--- src/rtl/fetch_unit.sv ---
// Instruction fetch stage: owns the fetch PC, issues one word request at a
// time to instruction memory, and buffers returned words in a small FIFO
// that feeds the decode/execute datapath. Redirects flush the buffer and
// discard any response that is still in flight.
module fetch_unit #(
  parameter logic [31:0] RESET_PC = 32'h0000_0000,
  parameter int          DEPTH    = 2
) (
  input  logic        clk,
  input  logic        rst_n,
  output logic        imem_req,
  output logic [31:0] imem_addr,
  input  logic        imem_ack,
  input  logic [31:0] imem_rdata,
  input  logic        redirect,
  input  logic [31:0] redirect_pc,
  output logic        ins_valid,
  output logic [31:0] ins,
  output logic [31:0] ins_pc,
  input  logic        ins_ready
);
  localparam int AW = (DEPTH > 1) ? $clog2(DEPTH) : 1;
  localparam int CW = $clog2(DEPTH + 1);
  localparam logic [CW-1:0] DEPTH_C = CW'(DEPTH);
  localparam logic [AW-1:0] LAST_C  = AW'(DEPTH - 1);

  typedef enum logic [1:0] {IDLE = 2'd0, BUSY = 2'd1, DROP = 2'd2} state_t;

  state_t        state_q, state_d;
  logic [31:0]   fpc_q, fpc_d;
  logic [31:0]   raddr_q, raddr_d;
  logic          req_q, req_d;
  logic [CW-1:0] cnt_q, cnt_d;
  logic [AW-1:0] rd_q, rd_d, wr_q, wr_d;
  logic [31:0]   pc_mem  [DEPTH];
  logic [31:0]   ins_mem [DEPTH];

  logic [31:0] rpc;
  logic        full, pop, push, space;

  assign rpc       = redirect_pc & 32'hFFFF_FFFC;
  assign full      = (cnt_q == DEPTH_C);
  assign ins_valid = (cnt_q != '0);
  assign pop       = ins_valid & ins_ready;
  // Room for one more entry once this cycle's pop and push have landed
  assign space     = ({1'b0, cnt_q} + (CW+1)'(1)) < ({1'b0, DEPTH_C} + (CW+1)'(pop));

  assign imem_req  = req_q;
  assign imem_addr = raddr_q;
  assign ins       = ins_valid ? ins_mem[rd_q] : 32'h0;
  assign ins_pc    = ins_valid ? pc_mem[rd_q]  : 32'h0;

  // Fetch control: request sequencing, redirect handling, push decision
  always_comb begin
    state_d = state_q;
    fpc_d   = fpc_q;
    raddr_d = raddr_q;
    push    = 1'b0;
    unique case (state_q)
      IDLE: begin
        if (redirect) begin
          fpc_d = rpc;
        end else if (!full || pop) begin
          raddr_d = fpc_q;
          state_d = BUSY;
        end
      end
      BUSY: begin
        if (imem_ack) begin
          if (redirect) begin
            // Response belongs to the old path; restart at the target now
            raddr_d = rpc;
            fpc_d   = rpc;
          end else begin
            push  = 1'b1;
            fpc_d = raddr_q + 32'd4;
            if (space) raddr_d = raddr_q + 32'd4;
            else       state_d = IDLE;
          end
        end else if (redirect) begin
          // Request cannot be withdrawn: let it finish, then drop its data
          fpc_d   = rpc;
          state_d = DROP;
        end
      end
      DROP: begin
        if (imem_ack) begin
          raddr_d = redirect ? rpc : fpc_q;
          fpc_d   = redirect ? rpc : fpc_q;
          state_d = BUSY;
        end else if (redirect) begin
          fpc_d = rpc;
        end
      end
      default: state_d = IDLE;
    endcase
    req_d = (state_d != IDLE);
  end

  // Buffer bookkeeping; a redirect empties it regardless of push/pop
  always_comb begin
    cnt_d = cnt_q;
    rd_d  = rd_q;
    wr_d  = wr_q;
    if (redirect) begin
      cnt_d = '0;
      rd_d  = '0;
      wr_d  = '0;
    end else begin
      if (push) wr_d = (wr_q == LAST_C) ? '0 : wr_q + 1'b1;
      if (pop)  rd_d = (rd_q == LAST_C) ? '0 : rd_q + 1'b1;
      cnt_d = cnt_q + CW'(push) - CW'(pop);
    end
  end

  // Control and pointer state
  always_ff @(posedge clk or negedge rst_n) begin
    if (!rst_n) begin
      state_q <= IDLE;
      fpc_q   <= RESET_PC;
      raddr_q <= RESET_PC;
      req_q   <= 1'b0;
      cnt_q   <= '0;
      rd_q    <= '0;
      wr_q    <= '0;
    end else begin
      state_q <= state_d;
      fpc_q   <= fpc_d;
      raddr_q <= raddr_d;
      req_q   <= req_d;
      cnt_q   <= cnt_d;
      rd_q    <= rd_d;
      wr_q    <= wr_d;
    end
  end

  // Buffer storage; contents are qualified by the count so need no reset
  always_ff @(posedge clk) begin
    if (push) begin
      pc_mem[wr_q]  <= raddr_q;
      ins_mem[wr_q] <= imem_rdata;
    end
  end

  // A push into a full buffer would overwrite the oldest instruction
  always @(posedge clk) begin
    if (rst_n) assert (!(push && full));
  end
endmodule

--- config.mk ---
export PLATFORM = sky130hd
export DESIGN_NAME = fetch_unit
export DESIGN_NICKNAME = d
export VERILOG_FILES = /design/src/rtl/fetch_unit.sv
export SDC_FILE = /design/constraint.sdc
export NUM_CORES = 1
export LEC_CHECK = 0
export ABC_CLOCK_PERIOD_IN_PS = 11570
export BUFFER_PORTS_ARGS = -buffer_cell sky130_fd_sc_hd__buf_4
export CORE_MARGIN = 2
export CORE_UTILIZATION = 55
export DETAILED_ROUTE_END_ITERATION = 16
export GPL_ROUTABILITY_DRIVEN = 0
export HOLD_SLACK_MARGIN = 0.12
export PLACE_DENSITY = 0.81
export SYNTH_ARGS = -nofsm -noshare
export SYNTH_HDL_FRONTEND = slang
export SYNTH_SLANG_ARGS = --single-unit
export TNS_END_PERCENT = 100
--- constraint.sdc ---
create_clock -name clk -period 11.57 [get_ports clk]
set_input_delay 2.314 -clock clk [delete_from_list [all_inputs] [get_ports clk]]
set_output_delay 2.314 -clock clk [all_outputs]
set_load 0.01 [all_outputs]
==> summary.txt, run 1 <==
=================================================================================
Remaining design rule violation count ..............................            0
Detailed Place HPWL ................................................    16,100 µm
Post-Synthesis Mean Instance Area ..................................     11.0 µm²
Worst hold slack after final layout ................................     0.523 ns
Placeable core region ..............................................   17,300 µm²
Floorplan die area .................................................   18,800 µm²
Site row count .....................................................           48
Setup violations, final ............................................            0
Setup crit end kind ................................................ primary output
Number of fillers in the final layout ..............................        1,305
Number of ports placed on the die boundary .........................          167
Clock tree from TritonCTS ..........................................          yes
Max capacitance violation total ....................................            0
Total congestion overflow ..........................................            0
Area taken by flip-flops and latches ...............................     5620 µm²
CTS HTree Levels ...................................................            4
Cell internal pwr ..................................................      1.78 mW
Fin. Hold Viols ....................................................            0
Multi-input combinational cell area ................................     3790 µm²
Required time of the worst setup path ..............................      9.26 ns
Clock skew after layout ............................................    0.0104 ns
Count of warnings emitted by yosys .................................            0
Layout cells sized above 1 .........................................        22.0%
Commonest cells after routing, fill and taps aside ................. buf_4 (174), edfxtp_1 (128), nor2_1 (92)
Period utilisation layout ..........................................        40.8%
CTS Root Cell ......................................................    clkbuf_16
Number of vias after detailed routing ..............................        7,830
Sequential fraction of the synthesis area ..........................        57.6%
Drt first pass iters ...............................................            6
Number of enable flip-flop cells after synthesis ...................          128
VDD IR-drop max ....................................................   0.000190 V
Final Critical Period ..............................................      4.73 ns
Post-route ant nets ................................................            0
CTS resizes ........................................................            0
Diode count ........................................................            0
Worst R2R Path Depth ...............................................            6
Final-report max-slew violation count ..............................            0
Count of hold-fix buffers inserted at cts ..........................            0
Later-pin clock latency in the skew report .........................      0.44 ns
Clock sink total ...................................................          199
Die Height .........................................................       137 µm
Average vias per placed instance ...................................         6.27
Worst R2R Start .................................................... state_q[1]$_DFF_PN0_
Run status ......................................................... finished, final reports clean
Width of the chip ..................................................       137 µm
Instance count of the mapped netlist ...............................          885
Starting Density ...................................................        56.4%
Maximum fanout along the worst path ................................           51
Sum of routed wire length over all layers ..........................    25,700 µm
Clock power share ..................................................        19.1%
Transition time at the pin with the least slew margin ..............      1.22 ns
Sw power ...........................................................      1.29 mW
Wire length of the first global-routing pass .......................    38,600 µm
Count of different cell masters after synthesis ....................           65
Dominant synthesized flop cell .....................................     edfxtp_1
Startpoint of the worst setup timing path .......................... rd_q$_DFFE_PN0P_
Worst min-delay path class ......................................... register to register
Worst EP arrival ...................................................      2.41 ns
Cts bufs inserted ..................................................           17
Relative contribution of combinational cells to total power ........        42.9%
Count of nets after finishing ......................................        1,090
Overall global routing resource usage ..............................        27.1%
Tightest slew margin relative to the limit .........................        18.7%
Post-place setup slack .............................................      6.52 ns
Switching portion of total power ...................................        42.1%
Iter 0 DRT Violations ..............................................          848
Worst reg-to-reg setup slack .......................................      7.96 ns
Flip-flop and latch count after synthesis ..........................          199
Count of input and output buffers ..................................          164
Leakage ............................................................      4.43 nW
Pin count of the biggest net entering global routing ...............           72
Leading cell type in the layout, fill and taps excluded ............        buf_4
Power density relative to cell area ................................   263 nW/µm²
Buffers inserted during post-CTS setup optimization ................            0
Setup crit end .....................................................      ins[30]
Register clock-pin slew on the reported worst setup and hold paths .      0.08 ns
Synthesized cell area ..............................................     9750 µm²
Area growth from synthesis to layout ...............................        19.9%
Number of buffers between clock root and the deepest sink ..........            2
Critical path startpoint category ..................................     register
FFs w/ async S/R, synth ............................................        35.7%
Endpoint of the most critical register-to-register path ............ ins_mem[0][23]$_DFFE_PP_
Setup repair after global routing missed its margin ................        false
Share of power burned in registers .................................        37.9%
Number of global-route vias before repair ..........................        7,266
Post-layout power ..................................................      3.07 mW
Setup total negative slack .........................................         0 ns
Wire per inst ......................................................      20.6 µm
Slack of the critical path .........................................      6.84 ns
Maximum clock rate .................................................      212 MHz
Antenna violations before repair ...................................            0
Startpoint-to-endpoint class of the critical path .................. register to primary output
Post-synthesis net count ...........................................          965
=================================================================================
[cell families (layout without fill, tap and decap cells)]
kind of cell               after synthesis  after routing  share of synthesized area (%)
AOI/OAI and AO/OA                      251            251                           16.3
and+or+nand+nor                        235            235                           11.3
DFF                                    199            199                           57.6
buffers and inverters                   92            230                           3.76
muxes                                   68             68                           6.99
xor gates and xnor gates                29             29                           2.60
adders and majority gates               11             11                           1.41
[cell type report]
cell class	count	share of cell area, %
flip-flops and latches	199	48.1
multi-input cells	594	32.4
repair buffers	174	11.2
clock buffers	17	3.64
well taps	225	2.41
clock inverters	15	1.53
inverters	24	0.770
[critical path, cell delays in order (launching register included)]
cell     delay, ns
dfrtp_4       0.64
buf_4         0.73
mux2i_1       0.30
nor2_1        0.07
buf_4         0.19
[power groups by stage]
stage,clock network (mW),registers (mW),logic [mW]
2_1_floorplan,0,1.10,0.859
3_3_place_gp,0,1.16,1.26
3_5_place_dp,0,1.17,1.29
4_1_cts,0.594,1.15,1.30
5_1_grt,0.625,1.18,1.43
6_report,0.588,1.16,1.32
[layer usage]
metal  share of wire (%)  vias up  GRT usage [%]
met1                  40     3731           37.3
met5                   0        -              0
met3                  11       56           5.59
li1                    -     3545              -
met4                 2.0        0           8.36
met2                  48      498           43.6
[worst min-delay path by stage]
stage	startpoint	to	slack (ns)	cells past startpoint
after floorplan	fpc_q[0]$_DFFE_PN0P_	fpc_q[0]$_DFFE_PN0P_	0.48	2
after global placement	fpc_q[1]$_DFFE_PN0P_	fpc_q[1]$_DFFE_PN0P_	0.49	2
after detailed placement	fpc_q[1]$_DFFE_PN0P_	fpc_q[1]$_DFFE_PN0P_	0.50	2
after CTS	fpc_q[1]$_DFFE_PN0P_	fpc_q[1]$_DFFE_PN0P_	0.52	2
after global routing	fpc_q[6]$_DFFE_PN0P_	fpc_q[6]$_DFFE_PN0P_	0.54	1
final	fpc_q[1]$_DFFE_PN0P_	fpc_q[1]$_DFFE_PN0P_	0.52	2
[through the flow]
step                cell area [µm²]  utilization, %  instances
CTS                           11700            67.6       1248
detailed placement            11100            64.1       1216
finish                        11700            67.6       1248
global placement              11100            64.1       1216
global route                  11700            67.6       1248
floorplan                      9750               -        885
[sequential cells by signal (all words and copies together), names as in the netlist]
register,flops
wr_q,1
imem_addr,32
rd_q,1
state_q,2
pc_mem,64
fpc_q,32
ins_mem,64
cnt_q,2
imem_req,1
[synth_stat cells, types with 4 or more instances]
cell type	count	share of area, %
nor2b_1	9	0.58
and3_1	4	0.26
buf_2	6	0.31
mux2i_1	67	6.9
nand3_1	10	0.51
a22oi_1	11	0.85
a31oi_1	13	0.83
nand2b_1	6	0.38
o22ai_1	28	1.8
o21ai_0	68	3.5
or2_2	5	0.32
a32oi_1	8	0.72
a21oi_1	61	3.1
o2bb2ai_1	7	0.63
o31ai_1	5	0.38
ha_1	11	1.4
nor4_1	7	0.45
inv_1	21	0.81
clkbuf_1	54	2.1
or3_1	6	0.38
nand2_1	56	2.2
a211oi_1	5	0.38
a221oi_1	5	0.45
edfxtp_1	128	39
xor2_1	13	1.2
o31a_1	4	0.36
dfrtp_1	71	18
nor2_1	93	3.6
a22o_1	7	0.63
nor3_1	13	0.67
nand4_1	14	0.90
xnor2_1	16	1.4
Power figures use the tool's default switching activity.
==> inputs of run 2 (changes only) <==
--- a/config.mk
+++ b/config.mk
@@ -5,7 +5,8 @@
 export SDC_FILE = /design/constraint.sdc
 export NUM_CORES = 1
 export LEC_CHECK = 0
-export ABC_CLOCK_PERIOD_IN_PS = 11570
+export ABC_AREA = 1
+export ABC_CLOCK_PERIOD_IN_PS = 4900
 export BUFFER_PORTS_ARGS = -buffer_cell sky130_fd_sc_hd__buf_4
 export CORE_MARGIN = 2
 export CORE_UTILIZATION = 55
==> constraint.sdc (replaced) <==
create_clock -name clk -period 4.9 [get_ports clk]
set_input_delay 0.98 -clock clk [delete_from_list [all_inputs] [get_ports clk]]
set_output_delay 0.98 -clock clk [all_outputs]
set_load 0.01 [all_outputs]
==> run 2 against run 1 <==
Net effect: via count up 12%; worst setup slack worse by 5.3 ns; critical path depth up 3; synthesized cell count up 36%; final cell count up 27%.
==> summary.txt, run 2 <==
=================================================================================
Run status ......................................................... finished, final reports clean
Die Height .........................................................       140 µm
Count of different cell masters after synthesis ....................           37
Antenna violations before repair ...................................            0
Number of vias after detailed routing ..............................        8,796
Power density relative to cell area ................................   612 nW/µm²
Count of warnings emitted by yosys .................................            0
Post-Synthesis Mean Instance Area ..................................     8.41 µm²
Sw power ...........................................................      3.17 mW
Finished Core Util .................................................        66.8%
Number of global-route vias before repair ..........................        8,146
Floorplan die area .................................................   19,600 µm²
Wire per inst ......................................................      16.7 µm
Setup crit end kind ................................................ primary output
Sum of routed wire length over all layers ..........................    26,500 µm
Number of enable flip-flop cells after synthesis ...................          128
Required time of the worst setup path ..............................      3.92 ns
Detailed Place HPWL ................................................    17,200 µm
Diode count ........................................................            0
Placeable core region ..............................................   18,000 µm²
Area growth from synthesis to layout ...............................        18.7%
Count of nets after finishing ......................................        1,424
Largest registers ranked by flip-flop count ........................ ins_mem (64), pc_mem (64)
Setup violations, final ............................................            0
Bufs and invs on worst path ........................................            4
Biggest cell delay along the critical path .........................      0.47 ns
Total congestion overflow ..........................................            0
CTS resizes ........................................................            0
Site row count .....................................................           49
Setup repair after global routing missed its margin ................        false
Starting Density ...................................................        56.3%
Top cell type by total area after synthesis ........................     edfxtp_1
Cts bufs inserted ..................................................           17
Worst path top cell family by delay ................................ buffers and inverters
Relative contribution of combinational cells to total power ........        44.2%
Clock power share ..................................................        19.1%
Leading cell type in the layout, fill and taps excluded ............      nand2_1
Transition time at the pin with the least slew margin ..............     0.943 ns
Final-report max-slew violation count ..............................            0
Fin. Hold Viols ....................................................            0
Number of ports placed on the die boundary .........................          167
Post-synthesis net count ...........................................        1,287
Fin area ...........................................................   12,000 µm²
Final Critical Period ..............................................      3.32 ns
Sequential fraction of the synthesis area ..........................        55.4%
Commonest cells in the netlist ..................................... nand2_1 (331), nor2_1 (221), o21ai_0 (145)
Commonest cells after routing, fill and taps aside ................. nand2_1 (331), nor2_1 (219), buf_4 (179)
Worst EP arrival ...................................................      2.34 ns
Critical path startpoint category ..................................     register
Remaining design rule violation count ..............................            0
Count of input and output buffers ..................................          164
CTS HTree Levels ...................................................            4
Synthesized cell area ..............................................   10,100 µm²
Overall global routing resource usage ..............................        27.4%
Post-layout power ..................................................      7.37 mW
Dominant synthesized flop cell .....................................     edfxtp_1
Top cells by area in the synthesized netlist ....................... edfxtp_1 (38%), dfrtp_1 (18%), nand2_1 (12%)
Maximum clock rate .................................................      301 MHz
Cell internal pwr ..................................................      4.20 mW
Flip-flop and latch count after synthesis ..........................          199
Pin count of the biggest net entering global routing ...............           72
Maximum fanout along the worst path ................................           65
Leakage ............................................................      5.38 nW
FFs w/ async S/R, synth ............................................        35.7%
Tightest slew margin relative to the limit .........................        37.1%
Period utilisation layout ..........................................        67.8%
Clock tree from TritonCTS ..........................................          yes
Later-pin clock latency in the skew report .........................      0.45 ns
Buffers inserted during post-CTS setup optimization ................            0
Average vias per placed instance ...................................         5.55
Startpoint-to-endpoint class of the critical path .................. register to primary output
Clock skew after layout ............................................    0.0140 ns
Worst min-delay path class ......................................... register to register
Max capacitance violation total ....................................            0
Width of the chip ..................................................       140 µm
Cell type of the slowest stage on the worst timing path ............        buf_4
Wire length of the first global-routing pass .......................    42,500 µm
Share of power burned in registers .................................        36.7%
Iter 0 DRT Violations ..............................................          896
Cells along the critical path ...................................... inv_1, ha_1, inv_1, buf_4, o21ai_0, nor2_1, buf_4
Instance count of the mapped netlist ...............................        1,207
Register clock-pin slew on the reported worst setup and hold paths .      0.07 ns
Layout cells sized above 1 .........................................        17.6%
Drt first pass iters ...............................................            6
Number of fillers in the final layout ..............................        1,435
Area share of the leading cell type in the synthesized netlist .....        37.9%
Count of hold-fix buffers inserted at cts ..........................            0
Switching portion of total power ...................................        43.0%
Standard cell area after detailed placement ........................   11,500 µm²
Number of buffers between clock root and the deepest sink ..........            2
Clock sink total ...................................................          199
Most repeated cell in the gate-level netlist after synthesis .......      nand2_1
CTS Root Cell ......................................................    clkbuf_16
Setup total negative slack .........................................         0 ns
VDD IR-drop max ....................................................   0.000350 V
Post-route ant nets ................................................            0
=================================================================================
[run 2: per-stage QoR]
stage          setup WS, ns  std cells  hold slack, ns
6_report               1.58       1586           0.500
5_1_grt                1.43       1586           0.524
4_1_cts                1.59       1586           0.503
3_5_place_dp           1.55       1554           0.486
3_3_place_gp           1.59       1554           0.471
2_1_floorplan         0.262       1207           0.456
[run 2: cells by family after synthesis]
kind of cell,after synthesis,synth area share (%)
compound gates,231,11.8
flops,199,55.4
xor+xnor,2,0.173
buf+inv,136,6.19
fa+ha+maj,11,1.36
simple gates,628,25.1
[run 2: final timing paths]
| kind | cells past startpoint | to | slack [ns] | from |
|---|---|---|---|---|
| setup / recovery | 7 | ins_pc[17] | 1.58 | cnt_q[0]$_DFF_PN0_ |
| hold / removal | 2 | fpc_q[23]$_DFFE_PN0P_ | 0.50 | fpc_q[23]$_DFFE_PN0P_ |
| setup reg to reg | 6 | ins_mem[1][13]$_DFFE_PP_ | 2.12 | state_q[1]$_DFF_PN0_ |
| hold reg to reg | 2 | fpc_q[23]$_DFFE_PN0P_ | 0.50 | fpc_q[23]$_DFFE_PN0P_ |
| max in group asynchronous | 1 | rd_q$_DFFE_PN0P_ | 3.59 | rst_n |
| min in group asynchronous | 1 | fpc_q[23]$_DFFE_PN0P_ | 0.64 | rst_n |
[run 2: cell type report]
class                      instances  area (µm²)  area share [%]
sequential                       199        5620            46.7
multi-input combinational        872        3920            32.5
timing repair buffer             179        1340            11.2
clock buffer                      18         429            3.56
inverter                          75         289            2.40
tap                              229         287            2.38
clock inverter                    14         164            1.36
[run 2: per-layer routing]
| layer | track usage, % | vias to the layer above | routed length, µm |
|---|---|---|---|
| met3 | 5.78 | 33 | 2460 |
| met2 | 43.8 | 437 | 12800 |
| met4 | 7.00 | 0 | 313 |
| met5 | 0 | - | 0 |
| met1 | 38.7 | 4074 | 11000 |
| li1 | - | 4252 | - |
[run 2: power by group through the flow]
stage          sequential (mW)  combinational, mW  clock [mW]
2_1_floorplan             2.64               2.13           0
3_3_place_gp              2.71               3.15           0
3_5_place_dp              2.72               3.23           0
4_1_cts                   2.69               3.25        1.42
5_1_grt                   2.76               3.65        1.49
6_report                  2.71               3.26        1.40
[run 2: tightest hold or removal path: stages, from the launching register on]
cell and delay (ns):
dfrtp_1 0.35, nand2_1 0.05, o21ai_1 0.06
